## config.mk

```make
export PLATFORM = sky130hd
export DESIGN_NAME = sd_dat_card_receiver
export DESIGN_NICKNAME = d
export VERILOG_FILES = /design/src/rtl/sd_dat_card_receiver.sv
export SDC_FILE = /design/constraint.sdc
export NUM_CORES = 1
export LEC_CHECK = 0
export CAP_MARGIN = 40
export CORE_MARGIN = 2
export CORE_UTILIZATION = 64
export DETAILED_ROUTE_END_ITERATION = 10
export PLACE_DENSITY = 0.85
export SYNTH_ARGS = -nofsm -noshare
export SYNTH_HDL_FRONTEND = slang
export SYNTH_SLANG_ARGS = --single-unit
```

## constraint.sdc

```tcl
create_clock -name clk -period 7 [get_ports clk]
set_clock_uncertainty 0.15 [all_clocks]
set_input_delay 1.4 -clock clk [delete_from_list [all_inputs] [get_ports clk]]
set_output_delay 1.4 -clock clk [all_outputs]
set_load 0.02 [all_outputs]
```

## src/rtl/sd_dat_card_receiver.sv

```systemverilog
// Card-side SD DAT write receiver: deserializes host data blocks into 32-bit words, checks the
// per-line CRC16, then answers with the CRC status token and holds DAT0 busy.
module sd_dat_card_receiver #(
    parameter int BLOCK_SIZE  = 512,
    parameter int BUSY_CYCLES = 8
) (
    input  logic        clk,
    input  logic        reset,
    input  logic        enable,
    input  logic        mode,
    input  logic        dat_width,
    input  logic [3:0]  dat_i,
    output logic [3:0]  dat_o,
    output logic        dat_oe,
    output logic [31:0] word_o,
    output logic        word_valid,
    output logic        block_ok,
    output logic        block_err,
    output logic [15:0] block_count,
    output logic        done
);
    localparam logic [15:0] LAST_BIT_1 = 16'(8 * BLOCK_SIZE - 1);
    localparam logic [15:0] LAST_NIB_4 = 16'(2 * BLOCK_SIZE - 1);
    localparam logic [15:0] LAST_BUSY  = 16'(BUSY_CYCLES - 1);
    localparam logic [15:0] CRC_POLY   = 16'h1021;

    typedef enum logic [3:0] {
        S_IDLE, S_WAIT_START, S_DATA, S_CRC, S_END, S_TURN, S_STATUS, S_BUSY, S_RELEASE
    } state_t;

    state_t           state;
    logic [15:0]      cnt;
    logic             mode_q;
    logic             wide_q;
    logic [30:0]      shift_word;
    logic [3:0][15:0] crc_calc;
    logic [3:0][15:0] crc_rx;
    logic [3:0]       status_sr;
    logic             dat0_q;

    logic        start_seen;
    logic        data_last;
    logic        word_last;
    logic        crc_ok;
    logic        end_ok;
    logic [31:0] next_word;

    function automatic logic [15:0] crc_step(input logic [15:0] crc, input logic bit_in);
        return {crc[14:0], 1'b0} ^ ((crc[15] ^ bit_in) ? CRC_POLY : 16'h0000);
    endfunction

    // Only DAT0 carries the card's response; the upper lines stay released high.
    assign dat_o = {3'b111, dat0_q};

    // NOTE: every signal gets its default before any conditional update, so no latch is inferred.
    always_comb begin
        start_seen = wide_q ? (dat_i == 4'h0) : ~dat_i[0];
        data_last  = (cnt == (wide_q ? LAST_NIB_4 : LAST_BIT_1));
        word_last  = wide_q ? (cnt[2:0] == 3'd7) : (cnt[4:0] == 5'd31);
        next_word  = wide_q ? {shift_word[27:0], dat_i} : {shift_word, dat_i[0]};
        crc_ok     = (crc_calc[0] == crc_rx[0]);
        end_ok     = dat_i[0];
        if (wide_q) begin
            for (int k = 1; k < 4; k++) begin
                crc_ok = crc_ok & (crc_calc[k] == crc_rx[k]);
                end_ok = end_ok & dat_i[k];
            end
        end
    end

    // NOTE: state uses non-blocking assignments so every branch reads pre-edge register values.
    always_ff @(posedge clk) begin
        if (reset) begin
            state       <= S_IDLE;
            cnt         <= '0;
            mode_q      <= 1'b0;
            wide_q      <= 1'b0;
            shift_word  <= '0;
            crc_calc    <= '0;
            crc_rx      <= '0;
            status_sr   <= '0;
            dat0_q      <= 1'b1;
            dat_oe      <= 1'b0;
            word_o      <= '0;
            word_valid  <= 1'b0;
            block_ok    <= 1'b0;
            block_err   <= 1'b0;
            block_count <= '0;
            done        <= 1'b0;
        end else begin
            word_valid <= 1'b0;
            block_ok   <= 1'b0;
            block_err  <= 1'b0;
            done       <= 1'b0;
            case (state)
                S_IDLE: if (enable) begin
                    state       <= S_WAIT_START;
                    block_count <= '0;
                    mode_q      <= mode;
                    wide_q      <= dat_width;
                end
                S_WAIT_START:
                    if (!enable) state <= S_IDLE;
                    else if (start_seen) begin
                        state    <= S_DATA;
                        cnt      <= '0;
                        crc_calc <= '0;
                    end
                S_DATA:
                    if (!enable) state <= S_IDLE;
                    else begin
                        shift_word <= next_word[30:0];
                        for (int k = 0; k < 4; k++)
                            if (wide_q || k == 0) crc_calc[k] <= crc_step(crc_calc[k], dat_i[k]);
                        if (word_last) begin
                            word_o     <= next_word;
                            word_valid <= 1'b1;
                        end
                        cnt <= cnt + 16'd1;
                        if (data_last) begin
                            state <= S_CRC;
                            cnt   <= '0;
                        end
                    end
                S_CRC:
                    if (!enable) state <= S_IDLE;
                    else begin
                        for (int k = 0; k < 4; k++) crc_rx[k] <= {crc_rx[k][14:0], dat_i[k]};
                        cnt <= cnt + 16'd1;
                        if (cnt == 16'd15) state <= S_END;
                    end
                S_END:
                    if (!enable) state <= S_IDLE;
                    else begin
                        // Token bits after the start bit: {s2, s1, s0, end}.
                        if (crc_ok && end_ok) begin
                            block_ok  <= 1'b1;
                            status_sr <= 4'b0101;
                        end else begin
                            block_err <= 1'b1;
                            status_sr <= 4'b1011;
                        end
                        block_count <= block_count + 16'd1;
                        state       <= S_TURN;
                        cnt         <= '0;
                    end
                S_TURN:
                    if (!enable) state <= S_IDLE;
                    else if (cnt == 16'd1) begin
                        state  <= S_STATUS;
                        dat_oe <= 1'b1;
                        dat0_q <= 1'b0;
                        cnt    <= '0;
                    end else cnt <= cnt + 16'd1;
                S_STATUS:
                    if (cnt == 16'd4) begin
                        state  <= S_BUSY;
                        dat0_q <= 1'b0;
                        cnt    <= '0;
                    end else begin
                        dat0_q    <= status_sr[3];
                        status_sr <= {status_sr[2:0], 1'b0};
                        cnt       <= cnt + 16'd1;
                    end
                S_BUSY:
                    if (cnt == LAST_BUSY) begin
                        state  <= S_RELEASE;
                        dat0_q <= 1'b1;
                    end else cnt <= cnt + 16'd1;
                S_RELEASE: begin
                    dat_oe <= 1'b0;
                    dat0_q <= 1'b1;
                    if (mode_q && enable) state <= S_WAIT_START;
                    else begin
                        state <= S_IDLE;
                        done  <= 1'b1;
                    end
                end
                default: state <= S_IDLE;
            endcase
        end
    end
endmodule

```

; ---- After elaboration in Yosys (flattened, before gate mapping)
; Index checks and enable logic that the tools add are counted.
[word_totals]
regBits = 239
input_bits = 9
out_inout_bits = 57
word_cells = 164
[classes]
add_sub_neg = 2
n_eq_ne = 36
mux = 60
n_bitwise = 19
reduce_logical = 25
[op_table]
columns = op, n
row1 = $mux 16, 14
row2 = $mux 64, 3
row3 = $pmux 64 s2, 1
row4 = $pmux 16 s7, 1
row5 = $eq 16x16->1, 4
row6 = $xor 16x13->16, 4
row7 = $mux 4, 14
row8 = $mux 13, 4
row9 = $pmux 4 s9, 1
row10 = $add 16x1->16 const B, 2
row11 = $eq 16x3->1 const B, 2
row12 = $mux 32, 1
row13 = $pmux 16 s2, 1
row14 = $ne 2x2->1 const B, 13
row15 = $eq 16x1->1 const B, 1
row16 = $eq 16x12->1, 1
row17 = $eq 16x4->1 const B, 1
row18 = $eq 4x3->1 const B, 4
row19 = $mux 1, 15
row20 = $mux 12, 1
row21 = $ne 3x3->1 const B, 4
row22 = $reduce_and 3->1, 4
row23 = $eq 4x2->1 const B, 2
row24 = $logic_not 4->1, 2
row25 = 22 further kinds, 42

; ---- Longest topological paths before layout
[logic_depth]
ltp_word = 9
ltp_mapped = 10

; ---- Least setup slack after synthesis
; No wires, ideal clock.
[synth_path]
kind = input to register
startpoint = input enable
endpoint = register word_o[10]
arrival_ns = 3.268
required_ns = 6.764
setup_slack_ns = 3.497
cell_stages = 7
n_path_buf = 2
cell_sequence = clkbuf_1 > nor3b_1 > nand2_1 > nor2_1 > clkbuf_1 > nor2_1 > a211oi_1
[synth_via]
elab_chain_len = 1
[synth_rtl]
columns = element, line
row1 = from (decl), 9  ; input logic enable,
row2 = $reduce_and 3->1 (no source line), --
row3 = to (signal assigned), 116  ; word_o <= next_word;
row4 = to (decl), 15  ; output logic [31:0] word_o,
; Every way passes these cells.
; A chain may end at the register's enable or synchronous reset.

; ---- Worst setup path in the final report
[layout_path]
startpoint = input dat_i[0]
endpoint = register cnt[15]
[layout_via]
elab_chain_len = 4
[layout_rtl]
columns = element, line
row1 = from (decl), 12  ; input logic [3:0] dat_i,
row2 = $logic_not 4->1 / $not 1->1 (equally long branches), 57  ; start_seen = wide_q ? (dat_i == 4'h0) : ~dat_i[0];
row3 = $mux 1 *, 57
row4 = $ne 2x2->1 (no source line) *, --
row5 = $reduce_and 8->1 (no source line) *, --
row6 = to (signal assigned), 119  ; cnt <= cnt + 16'd1;
row7 = to (signal assigned), 129  ; cnt <= cnt + 16'd1;
row8 = to (signal assigned), 154  ; end else cnt <= cnt + 16'd1;
row9 = to (decl), 32  ; logic [15:0] cnt;
; Mark *: on every way between the ends. The rest lies on a longest branch, timed or not.

==> impl_metrics.py <==
metrics = {
    "pwr": {
        "seq_power_share_pct": 46.8,
        "p_sw_uw": 735,
        "internal-power_uw": 2270,
        "p_sw_share_pct": 24.5,
        "irDropWorstVdd_v": 0.000193,
        "comb_power_share_pct": 8.1,
        "pwr_density_cell_nw_per_um2": 253,
        "power.clock.fraction_pct": 45.1,
        "cellLeakagePower_uw": 0.00386,
    },
    "timing": {
        "timing_worst_slew_pin_value_ns": 0.940,
        "final_worst_path_period_share_pct": 59.6,
        "worst_slew_margin_rel_pct": 37.4,
        "final_max_slew_viol_count": 0,
        "setup_violations": 0,
        "unrepaired_setup_endpoints_after_global_routing": "false",
        "finalHoldViolCount": 0,
        "achievable-frequency_ghz": 0.240,
        "hold-worst-slack_ns": 0.307,
        "setup_total_negative_slack_ns": 0,
        "tmin_final_ns": 4.17,
    },
    "clock_tree": {
        "number_of_buffers_added_by_the_clock_tree_synthesis_step": 25,
        "max-clock-path-buffers": 3,
        "clock_tree.root_cell": "sky130_fd_sc_hd__clkbuf_16",
        "worst_setup_hold_path_clk_slew_ns": 0.06,
        "tritoncts_num_sinks": 239,
        "post_cts_resized": 0,
        "cts.htree.levels": 1,
        "cts_stage_hold_buffer_count": 0,
        "clock_tree_from_tritoncts": "yes",
        "postCtsSetupBuffers": 0,
        "worst_skew_pair.late_latency_ns": 0.51,
    },
    "detailed_routing": {
        "drt-vias-per-instance": 5.87,
        "detailroute.via_count": 8855,
        "final_routed_wire_length_divided_by_cell_count_um": 16.1,
        "detail_route.first_pass.iterations": 5,
        "dr.first_iter.drc_count": 684,
        "drcViolationCount": 0,
        "ant_nets": 0,
        "drt-total-wl_mm": 24.3,
    },
    "logic_synthesis": {
        "yosys.cell_types.count": 52,
        "synth-seq-cells": 239,
        "yosysWarningCount": 0,
        "seq_area_frac_synth_pct": 46.4,
        "synth-async-reset-ratio_pct": 0,
        "synth_ff_type": "sky130_fd_sc_hd__dfxtp_1",
        "synth.avg_cell_area_sq_um": 8.19,
        "post-synth-top-area-fraction_pct": 46.4,
        "syn_area_sq_um": 10300,
        "synth_largest_area_cell": "sky130_fd_sc_hd__dfxtp_1",
        "leading_post_synthesis_cells_by_cell_area": "sky130_fd_sc_hd__dfxtp_1, sky130_fd_sc_hd__nand2_1, sky130_fd_sc_hd__a21oi_1",
        "syn_inst": 1259,
        "synth-edff-count": 0,
    },
    "final_layout": {
        "finalCoreUtilization_pct": 75.0,
        "layout-drive-gt1-share_pct": 5.88,
        "final_cell_mix": "sky130_fd_sc_hd__dfxtp_1, sky130_fd_sc_hd__nand2_1, sky130_fd_sc_hd__a21oi_1",
        "filler_cell_count": 1129,
        "areaGrowthSynthToFinish_pct": 15.2,
        "layout.cells.most_common": "sky130_fd_sc_hd__dfxtp_1",
        "nets": 1290,
        "postLayoutCellArea_sq_um": 11900,
        "antenna_cells_inserted": 0,
    },
    "critical_path": {
        "setup.worst_path.class": "input pin to flip-flop",
        "slowest_stage_cell_cp": "sky130_fd_sc_hd__nor4_1",
        "required_ns": 7.23,
        "path_buf_inv": 1,
        "critical-path-top-cell-by-count": "sky130_fd_sc_hd__nor2_1",
        "critical_path.max_fanout": 16,
        "slowest_delay_ns": 0.71,
        "timing.critical_path.to_type": "flip-flop",
        "cpLargestDelayFamily": "simple AND/OR/NAND/NOR gates",
        "arrival_ns": 4.40,
        "startpoint_type": "input pin",
        "critical_path.cell_chain": "clkdlybuf4s50_1, nor4_1, nor2_1, o21a_1, nor2_1, a21o_1, nor2_1",
    },
    "min_path": {
        "hold_path_class": "flip-flop to flip-flop",
    },
    "job": {
        "maxCapViolCount": 0,
    },
    "die": {
        "io_pins": 66,
        "coreArea_sq_um": 15800,
        "placementRows": 46,
        "floorplan.die.width_um": 131,
        "start_util_pct": 65.2,
        "floorplan.die.height_um": 131,
        "die_area_sq_um": 17100,
    },
    "place": {
        "dpl_wire_length_mm": 15.2,
        "port-buffer-count": 62,
        "finalWeightedCongestion": 0.885,
        "detailed_place.area_sq_um": 11000,
    },
    "status": {
        "run_status": "completed",
    },
    "global_route": {
        "first_pass_grt_wire_length_mm": 40.0,
        "number_of_global_route_vias_before_repair": 8210,
        "grt_max_degree": 124,
        "global_route.usage.total_pct": 28.5,
        "grt_overflow_total": 0,
        "grt_antenna_before_repair": 0,
    },
}
[tightest hold or removal path, cell delays in order (launching register included)]
cell and delay (ns):
sky130_fd_sc_hd__dfxtp_1 0.31, sky130_fd_sc_hd__nand2_1 0.05, sky130_fd_sc_hd__a21oi_1 0.05
[flip-flops by register name, indices dropped and copies added, names as in the netlist]
register	cells
status_sr	4
state	4
crc_rx	64
crc_calc	64
word_o	32
block_err	1
dat0_q	1
dat_oe	1
cnt	16
done	1
wide_q	1
mode_q	1
block_ok	1
block_count	16
word_valid	1
shift_word	31
[Yosys cell counts (all sizes together) (3+ instances only)]
master	number
a31oi	4
inv	9
nor3	18
o21a	4
or2	4
nor4	18
o21ai	17
nor2b	5
nand3	82
a21oi	147
nor2	126
nand3b	4
clkbuf	79
nand2	224
dfxtp	239
a211oi	66
xnor2	67
buf	11
mux2i	33
a22oi	3
nand4	18
xor2	27
and3	7
or4	10
a21o	3
or3	3
ha	6
[per-stage QoR]
step                      setup slack (ns)  instances  power [uW]
after floorplan                       3.50       1261        1610
after CTS                             2.97       1509        3010
after global placement                2.31       1459        1660
after global routing                  2.71       1509        3100
after detailed placement              2.45       1464        1670
final                                 2.83       1509        3000
[per-layer routing]
| metal | global-route usage [%] | part of all wire, % |
|---|---|---|
| met5 | 0 | 0 |
| met3 | 3.22 | 5.5 |
| met2 | 47.7 | 48 |
| met4 | 8.89 | 2.4 |
| met1 | 39.0 | 44 |
[cell families after synthesis]
kind of cell | count (synthesis) | synth area share, %
mux | 34 | 3.31
simple gates | 529 | 22.9
buf+inv | 99 | 3.76
flops | 239 | 46.4
compound gates | 257 | 14.9
xor+xnor | 94 | 7.98
other cells | 1 | 0.0364
fa+ha+maj | 6 | 0.728
[power by group through the flow]
| stage | registers, uW | logic (uW) | clock network (uW) |
|---|---|---|---|
| 6_report | 1400 | 245 | 1350 |
| 5_1_grt | 1410 | 266 | 1430 |
| 4_1_cts | 1400 | 241 | 1370 |
| 3_5_place_dp | 1430 | 239 | 0 |
| 3_3_place_gp | 1430 | 230 | 0 |
| 2_1_floorplan | 1420 | 187 | 0 |
[final cells by class]
| class | instances | area (sq um) | share of cell area [%] |
|---|---|---|---|
| inverter | 9 | 33.8 | 0.284 |
| sequential | 239 | 4790 | 40.3 |
| clock buffer | 33 | 706 | 5.94 |
| tap | 216 | 270 | 2.28 |
| multi-input combinational | 923 | 5190 | 43.7 |
| clock inverter | 12 | 143 | 1.20 |
| timing repair buffer | 77 | 748 | 6.30 |
[final timing paths]
| check | startpoint | to | slack (ns) | cells past startpoint |
|---|---|---|---|---|
| worst max register to register | state[1] | cnt[2] | 3.90 | 6 |
| worst min register to register | mode_q | mode_q | 0.31 | 2 |
| worst max-delay path | dat_i[0] | cnt[15] | 2.83 | 7 |
| worst min-delay path | mode_q | mode_q | 0.31 | 2 |
Note: power is estimated with default switching activity, not from simulation.
